===== src/rtl/id_ex_stage_if.sv =====
// ID/EX boundary bundle: decoded instruction and control from ID, registered copies toward EX.
// Carries no state of its own; the stage register adds one cycle between the id_* and ex_* groups.
// Backpressure travels as ex_hold_i into the stage and id_stall_o back out toward IF/ID.
`ifndef INST_ID_LEN
`define INST_ID_LEN 6
`endif

interface id_ex_stage_if #(
    parameter int XLEN  = 32,
    parameter int CNT_W = 16
);
    // Decode-side instruction and control-unit enables
    logic                    id_valid_i;
    logic [XLEN-1:0]         id_pc_i;
    logic [4:0]              id_rs1_addr_i;
    logic [4:0]              id_rs2_addr_i;
    logic [4:0]              id_rd_addr_i;
    logic [XLEN-1:0]         id_rs1_data_i;
    logic [XLEN-1:0]         id_rs2_data_i;
    logic [XLEN-1:0]         id_imm_i;
    logic [`INST_ID_LEN-1:0] id_instr_id_i;
    logic                    id_rs1_re_i;
    logic                    id_rs2_re_i;
    logic                    id_rd_we_i;
    logic                    id_mem_re_i;
    logic                    id_mem_we_i;

    // Pipeline control
    logic                    ex_hold_i;
    logic                    flush_i;
    logic                    id_stall_o;

    // Execute-side registered copies
    logic                    ex_valid_o;
    logic [XLEN-1:0]         ex_pc_o;
    logic [4:0]              ex_rs1_addr_o;
    logic [4:0]              ex_rs2_addr_o;
    logic [4:0]              ex_rd_addr_o;
    logic [XLEN-1:0]         ex_rs1_data_o;
    logic [XLEN-1:0]         ex_rs2_data_o;
    logic [XLEN-1:0]         ex_imm_o;
    logic [`INST_ID_LEN-1:0] ex_instr_id_o;
    logic                    ex_rs1_re_o;
    logic                    ex_rs2_re_o;
    logic                    ex_rd_we_o;
    logic                    ex_mem_re_o;
    logic                    ex_mem_we_o;

    logic [CNT_W-1:0]        bubble_cnt_o;

    // Driver side (decode stage / bench)
    modport master (
        output id_valid_i, id_pc_i, id_rs1_addr_i, id_rs2_addr_i, id_rd_addr_i,
               id_rs1_data_i, id_rs2_data_i, id_imm_i, id_instr_id_i,
               id_rs1_re_i, id_rs2_re_i, id_rd_we_i, id_mem_re_i, id_mem_we_i,
               ex_hold_i, flush_i,
        input  id_stall_o,
               ex_valid_o, ex_pc_o, ex_rs1_addr_o, ex_rs2_addr_o, ex_rd_addr_o,
               ex_rs1_data_o, ex_rs2_data_o, ex_imm_o, ex_instr_id_o,
               ex_rs1_re_o, ex_rs2_re_o, ex_rd_we_o, ex_mem_re_o, ex_mem_we_o,
               bubble_cnt_o
    );

    // Stage register side
    modport slave (
        input  id_valid_i, id_pc_i, id_rs1_addr_i, id_rs2_addr_i, id_rd_addr_i,
               id_rs1_data_i, id_rs2_data_i, id_imm_i, id_instr_id_i,
               id_rs1_re_i, id_rs2_re_i, id_rd_we_i, id_mem_re_i, id_mem_we_i,
               ex_hold_i, flush_i,
        output id_stall_o,
               ex_valid_o, ex_pc_o, ex_rs1_addr_o, ex_rs2_addr_o, ex_rd_addr_o,
               ex_rs1_data_o, ex_rs2_data_o, ex_imm_o, ex_instr_id_o,
               ex_rs1_re_o, ex_rs2_re_o, ex_rd_we_o, ex_mem_re_o, ex_mem_we_o,
               bubble_cnt_o
    );
endinterface


===== src/rtl/id_ex_stage.sv =====
// ID/EX pipeline register with load-use interlock, flush bubble and saturating bubble counter.
// Latency: ID fields appear on ex_* one cycle after the accepting edge.
// Backpressure: ex_hold_i freezes the register; id_stall_o (combinational) holds IF/ID on hold or load-use.
`ifndef INST_ID_LEN
`define INST_ID_LEN 6
`endif

module id_ex_stage #(
    parameter int XLEN  = 32,
    parameter int CNT_W = 16
) (
    input  logic          clk,
    input  logic          rst,
    id_ex_stage_if.slave  bus
);

    logic rs1_hit;
    logic rs2_hit;
    logic load_use;
    logic cnt_sat;
    logic bubble;

    // Hazard when the ID instruction reads the destination of a load sitting in EX
    always_comb begin
        rs1_hit  = bus.id_rs1_re_i && (bus.id_rs1_addr_i == bus.ex_rd_addr_o);
        rs2_hit  = bus.id_rs2_re_i && (bus.id_rs2_addr_i == bus.ex_rd_addr_o);
        load_use = bus.ex_valid_o && bus.ex_mem_re_o && (bus.ex_rd_addr_o != 5'd0) &&
                   bus.id_valid_i && (rs1_hit || rs2_hit);
        cnt_sat  = &bus.bubble_cnt_o;
        // Flush, load-use and an empty ID slot all produce the same bubble
        bubble   = bus.flush_i || load_use || !bus.id_valid_i;
    end

    // A flush kills the dependent instruction, so it never needs to wait
    assign bus.id_stall_o = bus.ex_hold_i || (load_use && !bus.flush_i);

    // Stage register: reset, then hold, then bubble, else accept ID
    always_ff @(posedge clk) begin
        if (rst) begin
            bus.ex_valid_o    <= 1'b0;
            bus.ex_pc_o       <= '0;
            bus.ex_rs1_addr_o <= '0;
            bus.ex_rs2_addr_o <= '0;
            bus.ex_rd_addr_o  <= '0;
            bus.ex_rs1_data_o <= '0;
            bus.ex_rs2_data_o <= '0;
            bus.ex_imm_o      <= '0;
            bus.ex_instr_id_o <= '0;
            bus.ex_rs1_re_o   <= 1'b0;
            bus.ex_rs2_re_o   <= 1'b0;
            bus.ex_rd_we_o    <= 1'b0;
            bus.ex_mem_re_o   <= 1'b0;
            bus.ex_mem_we_o   <= 1'b0;
            bus.bubble_cnt_o  <= '0;
        end else if (!bus.ex_hold_i) begin
            if (bubble) begin
                // Only control fields are cleared; data/address/PC keep their value to avoid toggling
                bus.ex_valid_o    <= 1'b0;
                bus.ex_instr_id_o <= '0;
                bus.ex_rs1_re_o   <= 1'b0;
                bus.ex_rs2_re_o   <= 1'b0;
                bus.ex_rd_we_o    <= 1'b0;
                bus.ex_mem_re_o   <= 1'b0;
                bus.ex_mem_we_o   <= 1'b0;
                if (load_use && !bus.flush_i && !cnt_sat) begin
                    bus.bubble_cnt_o <= bus.bubble_cnt_o + CNT_W'(1);
                end
            end else begin
                bus.ex_valid_o    <= 1'b1;
                bus.ex_pc_o       <= bus.id_pc_i;
                bus.ex_rs1_addr_o <= bus.id_rs1_addr_i;
                bus.ex_rs2_addr_o <= bus.id_rs2_addr_i;
                bus.ex_rd_addr_o  <= bus.id_rd_addr_i;
                bus.ex_rs1_data_o <= bus.id_rs1_data_i;
                bus.ex_rs2_data_o <= bus.id_rs2_data_i;
                bus.ex_imm_o      <= bus.id_imm_i;
                bus.ex_instr_id_o <= bus.id_instr_id_i;
                bus.ex_rs1_re_o   <= bus.id_rs1_re_i;
                bus.ex_rs2_re_o   <= bus.id_rs2_re_i;
                // Writes to x0 are dropped here so EX/WB never see them
                bus.ex_rd_we_o    <= bus.id_rd_we_i && bus.id_valid_i && (bus.id_rd_addr_i != 5'd0);
                bus.ex_mem_re_o   <= bus.id_mem_re_i && bus.id_valid_i;
                bus.ex_mem_we_o   <= bus.id_mem_we_i && bus.id_valid_i;
            end
        end
    end

endmodule


===== src/flat_wrapper.sv =====
// flat-port wrapper written by rule: the top's interface ports become plain ports
module id_ex_stage_flat 
#(
    parameter int XLEN  = 32,
    parameter int CNT_W = 16
)
  (clk, rst, bus_id_valid_i, bus_id_pc_i, bus_id_rs1_addr_i, bus_id_rs2_addr_i, bus_id_rd_addr_i, bus_id_rs1_data_i, bus_id_rs2_data_i, bus_id_imm_i, bus_id_instr_id_i, bus_id_rs1_re_i, bus_id_rs2_re_i, bus_id_rd_we_i, bus_id_mem_re_i, bus_id_mem_we_i, bus_ex_hold_i, bus_flush_i, bus_id_stall_o, bus_ex_valid_o, bus_ex_pc_o, bus_ex_rs1_addr_o, bus_ex_rs2_addr_o, bus_ex_rd_addr_o, bus_ex_rs1_data_o, bus_ex_rs2_data_o, bus_ex_imm_o, bus_ex_instr_id_o, bus_ex_rs1_re_o, bus_ex_rs2_re_o, bus_ex_rd_we_o, bus_ex_mem_re_o, bus_ex_mem_we_o, bus_bubble_cnt_o);
  id_ex_stage_if #(.XLEN(XLEN), .CNT_W(CNT_W)) bus_i ();
  input  logic clk;
  input  logic rst;
  input wire logic [$bits(bus_i.id_valid_i)-1:0] bus_id_valid_i;
  input wire logic [$bits(bus_i.id_pc_i)-1:0] bus_id_pc_i;
  input wire logic [$bits(bus_i.id_rs1_addr_i)-1:0] bus_id_rs1_addr_i;
  input wire logic [$bits(bus_i.id_rs2_addr_i)-1:0] bus_id_rs2_addr_i;
  input wire logic [$bits(bus_i.id_rd_addr_i)-1:0] bus_id_rd_addr_i;
  input wire logic [$bits(bus_i.id_rs1_data_i)-1:0] bus_id_rs1_data_i;
  input wire logic [$bits(bus_i.id_rs2_data_i)-1:0] bus_id_rs2_data_i;
  input wire logic [$bits(bus_i.id_imm_i)-1:0] bus_id_imm_i;
  input wire logic [$bits(bus_i.id_instr_id_i)-1:0] bus_id_instr_id_i;
  input wire logic [$bits(bus_i.id_rs1_re_i)-1:0] bus_id_rs1_re_i;
  input wire logic [$bits(bus_i.id_rs2_re_i)-1:0] bus_id_rs2_re_i;
  input wire logic [$bits(bus_i.id_rd_we_i)-1:0] bus_id_rd_we_i;
  input wire logic [$bits(bus_i.id_mem_re_i)-1:0] bus_id_mem_re_i;
  input wire logic [$bits(bus_i.id_mem_we_i)-1:0] bus_id_mem_we_i;
  input wire logic [$bits(bus_i.ex_hold_i)-1:0] bus_ex_hold_i;
  input wire logic [$bits(bus_i.flush_i)-1:0] bus_flush_i;
  output wire logic [$bits(bus_i.id_stall_o)-1:0] bus_id_stall_o;
  output wire logic [$bits(bus_i.ex_valid_o)-1:0] bus_ex_valid_o;
  output wire logic [$bits(bus_i.ex_pc_o)-1:0] bus_ex_pc_o;
  output wire logic [$bits(bus_i.ex_rs1_addr_o)-1:0] bus_ex_rs1_addr_o;
  output wire logic [$bits(bus_i.ex_rs2_addr_o)-1:0] bus_ex_rs2_addr_o;
  output wire logic [$bits(bus_i.ex_rd_addr_o)-1:0] bus_ex_rd_addr_o;
  output wire logic [$bits(bus_i.ex_rs1_data_o)-1:0] bus_ex_rs1_data_o;
  output wire logic [$bits(bus_i.ex_rs2_data_o)-1:0] bus_ex_rs2_data_o;
  output wire logic [$bits(bus_i.ex_imm_o)-1:0] bus_ex_imm_o;
  output wire logic [$bits(bus_i.ex_instr_id_o)-1:0] bus_ex_instr_id_o;
  output wire logic [$bits(bus_i.ex_rs1_re_o)-1:0] bus_ex_rs1_re_o;
  output wire logic [$bits(bus_i.ex_rs2_re_o)-1:0] bus_ex_rs2_re_o;
  output wire logic [$bits(bus_i.ex_rd_we_o)-1:0] bus_ex_rd_we_o;
  output wire logic [$bits(bus_i.ex_mem_re_o)-1:0] bus_ex_mem_re_o;
  output wire logic [$bits(bus_i.ex_mem_we_o)-1:0] bus_ex_mem_we_o;
  output wire logic [$bits(bus_i.bubble_cnt_o)-1:0] bus_bubble_cnt_o;
  assign bus_i.id_valid_i = bus_id_valid_i;
  assign bus_i.id_pc_i = bus_id_pc_i;
  assign bus_i.id_rs1_addr_i = bus_id_rs1_addr_i;
  assign bus_i.id_rs2_addr_i = bus_id_rs2_addr_i;
  assign bus_i.id_rd_addr_i = bus_id_rd_addr_i;
  assign bus_i.id_rs1_data_i = bus_id_rs1_data_i;
  assign bus_i.id_rs2_data_i = bus_id_rs2_data_i;
  assign bus_i.id_imm_i = bus_id_imm_i;
  assign bus_i.id_instr_id_i = bus_id_instr_id_i;
  assign bus_i.id_rs1_re_i = bus_id_rs1_re_i;
  assign bus_i.id_rs2_re_i = bus_id_rs2_re_i;
  assign bus_i.id_rd_we_i = bus_id_rd_we_i;
  assign bus_i.id_mem_re_i = bus_id_mem_re_i;
  assign bus_i.id_mem_we_i = bus_id_mem_we_i;
  assign bus_i.ex_hold_i = bus_ex_hold_i;
  assign bus_i.flush_i = bus_flush_i;
  assign bus_id_stall_o = bus_i.id_stall_o;
  assign bus_ex_valid_o = bus_i.ex_valid_o;
  assign bus_ex_pc_o = bus_i.ex_pc_o;
  assign bus_ex_rs1_addr_o = bus_i.ex_rs1_addr_o;
  assign bus_ex_rs2_addr_o = bus_i.ex_rs2_addr_o;
  assign bus_ex_rd_addr_o = bus_i.ex_rd_addr_o;
  assign bus_ex_rs1_data_o = bus_i.ex_rs1_data_o;
  assign bus_ex_rs2_data_o = bus_i.ex_rs2_data_o;
  assign bus_ex_imm_o = bus_i.ex_imm_o;
  assign bus_ex_instr_id_o = bus_i.ex_instr_id_o;
  assign bus_ex_rs1_re_o = bus_i.ex_rs1_re_o;
  assign bus_ex_rs2_re_o = bus_i.ex_rs2_re_o;
  assign bus_ex_rd_we_o = bus_i.ex_rd_we_o;
  assign bus_ex_mem_re_o = bus_i.ex_mem_re_o;
  assign bus_ex_mem_we_o = bus_i.ex_mem_we_o;
  assign bus_bubble_cnt_o = bus_i.bubble_cnt_o;
  id_ex_stage #(.XLEN(XLEN), .CNT_W(CNT_W)) u_core (.clk(clk), .rst(rst), .bus(bus_i));
endmodule

===== config.mk =====
export PLATFORM = sky130hd
export DESIGN_NAME = id_ex_stage_flat
export DESIGN_NICKNAME = d
export VERILOG_FILES = /design/src/rtl/id_ex_stage_if.sv /design/src/rtl/id_ex_stage.sv /design/src/flat_wrapper.sv
export SDC_FILE = /design/constraint.sdc
export NUM_CORES = 1
export LEC_CHECK = 0
export BUFFER_PORTS_ARGS = -buffer_cell sky130_fd_sc_hd__clkbuf_2
export CORE_ASPECT_RATIO = 0.9
export CORE_MARGIN = 1.5
export CORE_UTILIZATION = 48
export CTS_CLUSTER_SIZE = 30
export DETAILED_ROUTE_END_ITERATION = 10
export GPL_TIMING_DRIVEN = 0
export PLACE_DENSITY = 0.87
export SYNTH_ARGS = -nofsm -noshare
export SYNTH_HDL_FRONTEND = slang
export SYNTH_SLANG_ARGS = --single-unit

===== constraint.sdc =====
create_clock -name clk -period 2.3 [get_ports clk]
set_input_delay 0.115 -clock clk [delete_from_list [all_inputs] [get_ports clk]]
set_output_delay 0.115 -clock clk [all_outputs]
set_load 0.01 [all_outputs]

-- Word level (Yosys, flattened, before mapping)
Cells that the tools add are included.
- register bits: 171
- bitwise operators: 2
- reductions and logical operators: 24
- add/sub/neg operators: 1
- multiplexer cells: 7
- equal/unequal tests: 2
- operator list (cell ; count):
    adder 16 x 1 -> 16 bit (second input constant) ; 1
    AND reduction 16 bit ; 1
    logical AND 1 bit ; 12
    equality test 5 bit ; 2
    nonzero test 5 bit ; 2
    two-way mux 1 bit ; 6
    two-way mux 6 bit ; 1
    logical OR 1 bit ; 4
    zero test 1 bit ; 3
    AND reduction 3 bit ; 1
    NOT 1 bit ; 2
    AND reduction 2 bit ; 1

-- Depth between registers and ports, before layout
Gate-level depths: netlist of the first run.
- depth in word-level cells: 8
- mapped depth: 8
- depth with buffers taken out: 6

-- Worst setup path after synthesis of the first run
No wires, ideal clock.
- path kind: flip-flop to flip-flop
- start: register u_core.bus.bubble_cnt_o[0] in the netlist's numbering
- end: register u_core.bus.bubble_cnt_o[10] in the netlist's numbering
- setup slack: 211 ps
- setup time: 123 ps
- clock period less this slack: 2089 ps
- stages on the path, launching flop included: 8
- arrival: 1965 ps
- buffers on the path: 1
- cell sequence: dfxtp_1 > ha_1 > nand4_1 > or4_1 > clkbuf_1 > nand2_1 > nor4_1 > mux2_1
- word-level cells in the longest chain between the ends: 4
- elaborated cells on any way between the ends: 5
- RTL lines (element ; RTL line ; source):
    start: declaration ; id_ex_stage_if.sv:74 ; bubble_cnt_o
    start signal: assignment ; id_ex_stage.sv:66 ; bus.bubble_cnt_o <= bus.bubble_cnt_o + CNT_W'(1);
    branches (longest 4 deep; another with adder 16 x 1 -> 16 bit) ; - ;
Parallel ways; which one is timed is not known.
A chain may end at the register's enable or synchronous reset.

-- Worst setup path after layout of the first run
- start: register u_core.bus.ex_rd_addr_o[0] in the netlist's numbering
- end: output port bus_id_stall_o
- word-level cells in the longest chain between the ends: 6
- elaborated cells on any way between the ends: 11
- RTL lines (element ; RTL line ; source):
    start: declaration ; id_ex_stage_if.sv:71 ; ex_valid_o, ex_pc_o, ex_rs1_addr_o, ex_rs2_addr_o, ex_rd_addr_o,
    start signal: assignment ; id_ex_stage.sv:73 ; bus.ex_rd_addr_o <= bus.id_rd_addr_i;
    equality test 5 bit (tied with other cells) ; id_ex_stage.sv:25 ; rs1_hit = bus.id_rs1_re_i && (bus.id_rs1_addr_i == bus.ex_rd_addr_o);
    logical AND 1 bit (on tied branches) ; id_ex_stage.sv:25, id_ex_stage.sv:26, id_ex_stage.sv:27 ;
    logical OR 1 bit or logical AND 1 bit (tied branches) ; id_ex_stage.sv:28, id_ex_stage.sv:27 ;
    logical AND 1 bit * ; id_ex_stage.sv:28 ; bus.id_valid_i && (rs1_hit || rs2_hit);
    logical AND 1 bit * ; id_ex_stage.sv:35 ; assign bus.id_stall_o = bus.ex_hold_i || (load_use && !bus.flush_i);
    logical OR 1 bit * ; id_ex_stage.sv:35 ;
    end: declaration ; flat_wrapper.sv:27 ; output wire logic [$bits(bus_i.id_stall_o)-1:0] bus_id_stall_o;
Mark *: on every way between the ends. The rest lies on a longest branch, timed or not.

==> impl_metrics.json, run 1 <==
{
  "synth_top_area_cell": "dfxtp_1",
  "dieArea_um2": 17200,
  "hpwl_um": 16800,
  "clk_pin_slew_ns": 0.07,
  "finalHoldViolations": 0,
  "synth_most_common_cell": "nand2b_1",
  "cpPeakStageDelay_ns": 0.40,
  "crit_family": "buffers and inverters",
  "cp_cell_sequence": "xor2_1 -> nor4_2 -> a32oi_2 -> buf_6 -> buf_8 -> o31ai_4 -> buf_2",
  "arrival_ns": 2.19,
  "io_buffers": 329,
  "synthFlopType": "dfxtp_1",
  "end_kind": "output pin",
  "antenna_left": 0,
  "path_buf_inv": 3,
  "netlist_top_cells_count": "nand2b_1 (296), dfxtp_1 (171), mux2i_1 (143)",
  "finClkSkew_ns": 0.0117,
  "synth_top_area_share_pct": 43.4,
  "initial_core_util_pct": 49.1,
  "setup_ws_ns": -0.00834,
  "top_usage_layer": "met2",
  "final_util_pct": 76.0,
  "drtPass1Iterations": 7,
  "cts_buffer_depth": 2,
  "ys_async_sr_fraction_pct": 0,
  "muxShareOfSynthArea_pct": 18.7,
  "fin_hold_ws_ns": 0.00386,
  "synth_seq_area_share_pct": 43.4,
  "p_int_uw": 5190,
  "drv_cap": 0,
  "rsz0062_at_grt": "true",
  "grtUsageMet2_pct": 57.1,
  "worstSetupStartpointType": "register",
  "io-pin-count": 331,
  "fmax_mhz": 433,
  "numCtsBuffers": 17,
  "synth.area.top_cells": "dfxtp_1 (43%), nand2b_1 (23%), mux2i_1 (18%), clkbuf_1 (2.0%), buf_8 (1.3%)",
  "synth_edf_count": 0,
  "yosysWarnings": 0,
  "leakagePower_uw": 0.00520,
  "die_w_um": 138,
  "clock_power_share_pct": 41.0,
  "clk_latency_ns": 0.43,
  "nNetsFinal": 1469,
  "grt_overflow": 0,
  "tritoncts": "built",
  "power_density_nw_per_um2": 578,
  "grt_max_degree": 18,
  "grt_use_met1_pct": 35.1,
  "slew_headroom_pct": 49.0,
  "cp_max_fo": 10,
  "viasPerCell": 5.18,
  "root_buffer": "clkbuf_16",
  "gp_congestion": 0.913,
  "synth-compound-area-share_pct": 3.51,
  "fp.dieH_um": 125,
  "switchingPower_uw": 1860,
  "cts_num_sinks": 171,
  "core_um2": 16100,
  "post_drt_wl_per_cell_um": 18.6,
  "row_count": 44,
  "route.detailed.drc": 0,
  "seqPwrFrac_pct": 44.2,
  "synth-simple-area-share_pct": 28.6,
  "drtIter0Drc": 450,
  "synth_xor_area_share_pct": 1.11,
  "fillers": 983,
  "worstMarginPinSlew_ns": 0.765,
  "p_comb_share_pct": 14.8,
  "htreeDepth": 4,
  "slowest_stage": "nor4_2",
  "violations": "negative setup slack",
  "grt_pass1_vias": 8484,
  "pre_cts_ws_ns": -0.227,
  "setup_viol": 1,
  "drive_gt1_share_pct": 31.4,
  "path_class": "register to output pin",
  "syn_area_per_cell_um2": 9.83,
  "vias": 7928,
  "crit_required_ns": 2.18,
  "vdd_drop_max_v": 0.000550,
  "slew_viol_final": 0,
  "area_growth_pct": 54.9,
  "p_sw_share_pct": 26.4,
  "grt_pass1_wl_um": 43900,
  "post-route-period-util_pct": 100,
  "synth_nets": 962,
  "grt_use_total_pct": 32.0,
  "outcome": "complete, but fails checks",
  "netlist_instances": 802,
  "met3_usage_pct": 8.50,
  "synth_fa_ha_area_share_pct": 0.159,
  "antenna_found_initial": 2,
  "hp-class": "input port to register",
  "wl_um": 28400,
  "synth_top_family_by_area": "simple AND/OR/NAND/NOR gates",
  "ys_seq_elements": 171,
  "syn_area_um2": 7890,
  "min_period_ns": 2.31,
  "ys_types": 36
}
## cells by family (layout without fill, tap and decap cells)
| group | after synthesis | in the layout |
|---|---|---|
| mux | 147 | 147 |
| xor+xnor | 10 | 10 |
| other cells | 0 | 2 |
| compound gates | 42 | 42 |
| fa+ha+maj | 1 | 1 |
| simple gates | 368 | 368 |
| flops | 171 | 171 |
| buf+inv | 63 | 583 |
## cells in the final DEF, fill, tap and decap left out, types with 3 or more instances in the layout
cell           instances
clkbuf_1              39
nand4_1                7
nor2_1                 8
or4_1                 11
a21oi_1               13
buf_4                 14
buf_2                  4
xor2_1                 7
nand3_1                6
nand2b_1             296
o22ai_1               10
o31ai_1               12
buf_8                  8
clkinv_4               3
nor2b_1                4
dfxtp_1              167
nor4_4                 3
nand2_1               16
inv_8                  3
mux2i_1              140
inv_6                  4
and3_1                 4
clkbuf_2             327
dlygate4sd3_1        151
clkbuf_16             20
## registers in the layout, indices dropped and copies added (netlist names), 5 cells and up
name	flops
u_core.bus.ex_rs1_data_o	32
u_core.bus.ex_instr_id_o	6
u_core.bus.ex_rd_addr_o	5
u_core.bus.ex_imm_o	32
u_core.bus.ex_rs2_addr_o	5
u_core.bus.ex_rs2_data_o	32
u_core.bus.ex_rs1_addr_o	5
u_core.bus.ex_pc_o	32
u_core.bus.bubble_cnt_o	16
## worst register-to-register path, stage by stage (launching register included)
cell	delay, ns
dfxtp_4	0.38
xor2_1	0.17
nor4_2	0.40
a32oi_2	0.14
buf_4	0.17
o211a_4	0.25
buf_8	0.15
buf_12	0.15
buf_12	0.16
mux2i_4	0.18
## repair_timing
action                     4_1_cts  5_1_grt
hold endpoints to repair       150        0
pin swaps                        4        6
setup endpoints to repair       94       92
cloned                           0        3
setup buffers                    3        4
hold buffers                   151        0
gates resized for setup         21       23
## per-stage QoR
stage / cells / setup TNS (ns) / instance area [um2] / power, uW
final: 1531 / -0.00834 / 12200 / 7060
after detailed placement: 1338 / -4.00 / 9790 / 3930
after CTS: 1524 / -0.214 / 12000 / 7010
after global placement: 1338 / -1.82 / 9790 / 3910
after floorplan: 802 / 0 / 7890 / 3580
after global routing: 1531 / -0.155 / 12200 / 7270
## per-layer routing
layer	share of wire [%]	routed length, um
met2	51	14400
met1	38	10900
met5	0	0
met3	6.5	1840
met4	4.5	1290
## layout make-up
| type | instances | area [um2] | area share (%) |
|---|---|---|---|
| Clock inverter | 14 | 154 | 1.26 |
| Inverter | 2 | 7.51 | 0.0615 |
| Antenna cell | 2 | 5.00 | 0.0410 |
| Buffer | 60 | 385 | 3.15 |
| Clock buffer | 18 | 439 | 3.59 |
| Timing Repair Buffer | 489 | 3280 | 26.9 |
| Sequential cell | 171 | 3430 | 28.1 |
| Tap cell | 207 | 259 | 2.12 |
| Multi-Input combinational cell | 568 | 4250 | 34.8 |
## final timing paths
path / slack (ns) / to / startpoint / cells past startpoint
min reg2reg: 0.47 / u_core.bus.ex_imm_o[10] / u_core.bus.ex_imm_o[10] / 2
max reg2reg: 0.04 / u_core.bus.ex_rs2_data_o[11] / u_core.bus.ex_rd_addr_o[0] / 9
max: -0.008 / bus_id_stall_o / u_core.bus.ex_rd_addr_o[0] / 7
min: 0.004 / u_core.bus.ex_rs2_addr_o[0] / bus_id_rs2_addr_i[0] / 3
## power groups by stage
stage          clock [uW]  combinational [uW]  sequential [uW]
3_5_place_dp            0                 753             3170
6_report             2900                1040             3120
3_3_place_gp            0                 741             3170
4_1_cts              2920                 974             3110
5_1_grt              3040                1110             3120
2_1_floorplan           0                 371             3210
(Power assumes the default switching activity.)
==> run 2, diff against run 1 <==
--- a/config.mk
+++ b/config.mk
@@ -9,9 +9,10 @@
 export CORE_ASPECT_RATIO = 0.9
 export CORE_MARGIN = 1.5
-export CORE_UTILIZATION = 48
+export CORE_UTILIZATION = 30
+export CTS_CLUSTER_DIAMETER = 40
 export CTS_CLUSTER_SIZE = 30
 export DETAILED_ROUTE_END_ITERATION = 10
 export GPL_TIMING_DRIVEN = 0
-export PLACE_DENSITY = 0.87
+export PLACE_DENSITY = 0.61
 export SYNTH_ARGS = -nofsm -noshare
 export SYNTH_HDL_FRONTEND = slang
==> constraint.sdc (replaced) <==
create_clock -name clk -period 2.3 [get_ports clk]
set_input_delay 0.115 -clock clk [delete_from_list [all_inputs] [get_ports clk]]
set_output_delay 0.115 -clock clk [all_outputs]
set_load 0.02 [all_outputs]
==> impl_metrics.json, run 2 (synthesis gave the netlist of run 1 again) <==
{
  "reg2reg_to": "u_core.bus.ex_mem_re_o",
  "row_count": 56,
  "switchingPower_uw": 2010,
  "pre_cts_ws_ns": -0.339,
  "crit_required_ns": 2.18,
  "die_w_um": 174,
  "slew_viol_final": 0,
  "drv_cap": 0,
  "htreeDepth": 4,
  "path_class": "input port to output pin",
  "end_kind": "output pin",
  "grt_pass1_vias": 7589,
  "clock_power_share_pct": 41.8,
  "rr_worst_depth": 8,
  "arrival_ns": 2.16,
  "root_buffer": "clkbuf_16",
  "drtIter0Drc": 279,
  "vdd_drop_max_v": 0.000404,
  "clk_pin_slew_ns": 0.07,
  "seqPwrFrac_pct": 43.2,
  "rsz0062_at_grt": "true",
  "final_cell_mix": "clkbuf_2 (328), nand2b_1 (296), dfxtp_1 (167)",
  "grt_overflow": 0,
  "antenna_found_initial": 0,
  "fin_hold_ws_ns": 0.0119,
  "gp_congestion": 0.839,
  "drive_gt1_share_pct": 31.0,
  "p_int_uw": 5170,
  "diodes": 0,
  "worstSetupStartpointType": "input port",
  "fp.dieH_um": 157,
  "finalHoldViolations": 0,
  "critPathLaunch": "bus_id_rs2_addr_i[1]",
  "grt_use_total_pct": 18.3,
  "post_drt_wl_per_cell_um": 15.3,
  "p_comb_share_pct": 14.9,
  "hpwl_um": 17900,
  "hp-class": "input port to register",
  "cts_buffer_depth": 2,
  "vias": 7423,
  "p_sw_share_pct": 28.0,
  "worstMarginPinSlew_ns": 0.858,
  "grt_max_degree": 19,
  "outcome": "complete, no violations",
  "regToRegSetupSlack_ns": 0.07,
  "min_period_ns": 2.27,
  "dieArea_um2": 27300,
  "cp_max_fo": 7,
  "io-pin-count": 331,
  "finClkSkew_ns": 0.0141,
  "wl_um": 25600,
  "cts_num_sinks": 171,
  "antenna_left": 0,
  "route.detailed.drc": 0,
  "slew_headroom_pct": 42.8,
  "leakagePower_uw": 0.00516,
  "crit_end": "bus_id_stall_o",
  "viasPerCell": 4.45,
  "post-route-period-util_pct": 98.8,
  "numCtsBuffers": 17,
  "tritoncts": "built",
  "area_growth_pct": 55.9,
  "r2r_start": "u_core.bus.ex_rd_addr_o[3]",
  "final_common_cell": "clkbuf_2",
  "core_um2": 25900,
  "nNetsFinal": 1468,
  "power_density_nw_per_um2": 584,
  "clk_latency_ns": 0.43,
  "grt_pass1_wl_um": 39600,
  "drtPass1Iterations": 6,
  "setup_ws_ns": 0.0275,
  "setup_viol": 0,
  "io_buffers": 329,
  "fmax_mhz": 440,
  "initial_core_util_pct": 30.4
}
==> run 2: worst min-delay path by stage <==
stage / slack, ns / cells after the start / startpoint / endpoint
after floorplan: 0.27 / 2 / bus_ex_hold_i / u_core.bus.ex_instr_id_o[1]
after global placement: 0.36 / 3 / bus_id_rs2_data_i[14] / u_core.bus.ex_rs2_data_o[14]
after detailed placement: 0.37 / 3 / bus_id_rs1_data_i[21] / u_core.bus.ex_rs1_data_o[21]
after CTS: 0.0002 / 3 / bus_id_rs1_addr_i[2] / u_core.bus.ex_rs1_addr_o[2]
after global routing: 0.002 / 3 / bus_id_rs2_addr_i[3] / u_core.bus.ex_rs2_addr_o[3]
final: 0.01 / 3 / bus_id_rs2_addr_i[3] / u_core.bus.ex_rs2_addr_o[3]
==> run 2: power by group through the flow <==
| stage | clock [uW] | combinational (uW) | sequential [uW] |
|---|---|---|---|
| finish | 3000 | 1070 | 3100 |
| global route | 3210 | 1160 | 3120 |
| CTS | 3100 | 1070 | 3110 |
| detailed placement | 0 | 838 | 3170 |
| global placement | 0 | 831 | 3170 |
| floorplan | 0 | 372 | 3280 |
==> run 2: layout make-up <==
class                   count  area, um2
clock buffers              17        425
repair buffers            488       3230
fillers                  2446      13600
flip-flops and latches    171       3440
inverters                   2       7.51
well taps                 348        435
clock inverters            15        174
multi-input cells         568       4200
plain buffers              60        390
==> run 2: critical path, stage by stage <==
cell           delay [ns]
dlygate4sd3_1        0.55
clkbuf_2             0.13
xor2_1               0.17
nor4_2               0.37
a32oi_2              0.15
buf_6                0.16
clkbuf_16            0.15
o31ai_4              0.17
clkbuf_8             0.18
==> run 2: repair_timing <==
action	CTS	global route
gates resized for setup	24	14
pin swaps	3	4
buffers inserted	2	6
gates cloned	0	0
setup endpoints to repair	96	92
hold endpoints to repair	151	0
hold buffers	152	0
==> run 2: metrics by stage <==
stage	instance area [um2]	util (%)	power, uW	TNS (ns)	cells
final	12300	47.4	7180	0	1669
after global routing	12300	47.4	7480	-0.0298	1669
after CTS	12200	47.1	7270	-0.0248	1665
after detailed placement	9970	38.5	4010	-9.11	1479
after global placement	9970	38.5	4000	-8.51	1479
after floorplan	7890	-	3650	0	802
==> run 2: per-layer routing <==
metal | vias up | share of wire, % | GRT usage (%)
met5 | - | 0 | 0
met4 | 0 | 2.2 | 6.44
met3 | 39 | 6.0 | 4.69
met2 | 218 | 48 | 31.7
met1 | 3476 | 43 | 21.9
li1 | 3690 | - | -
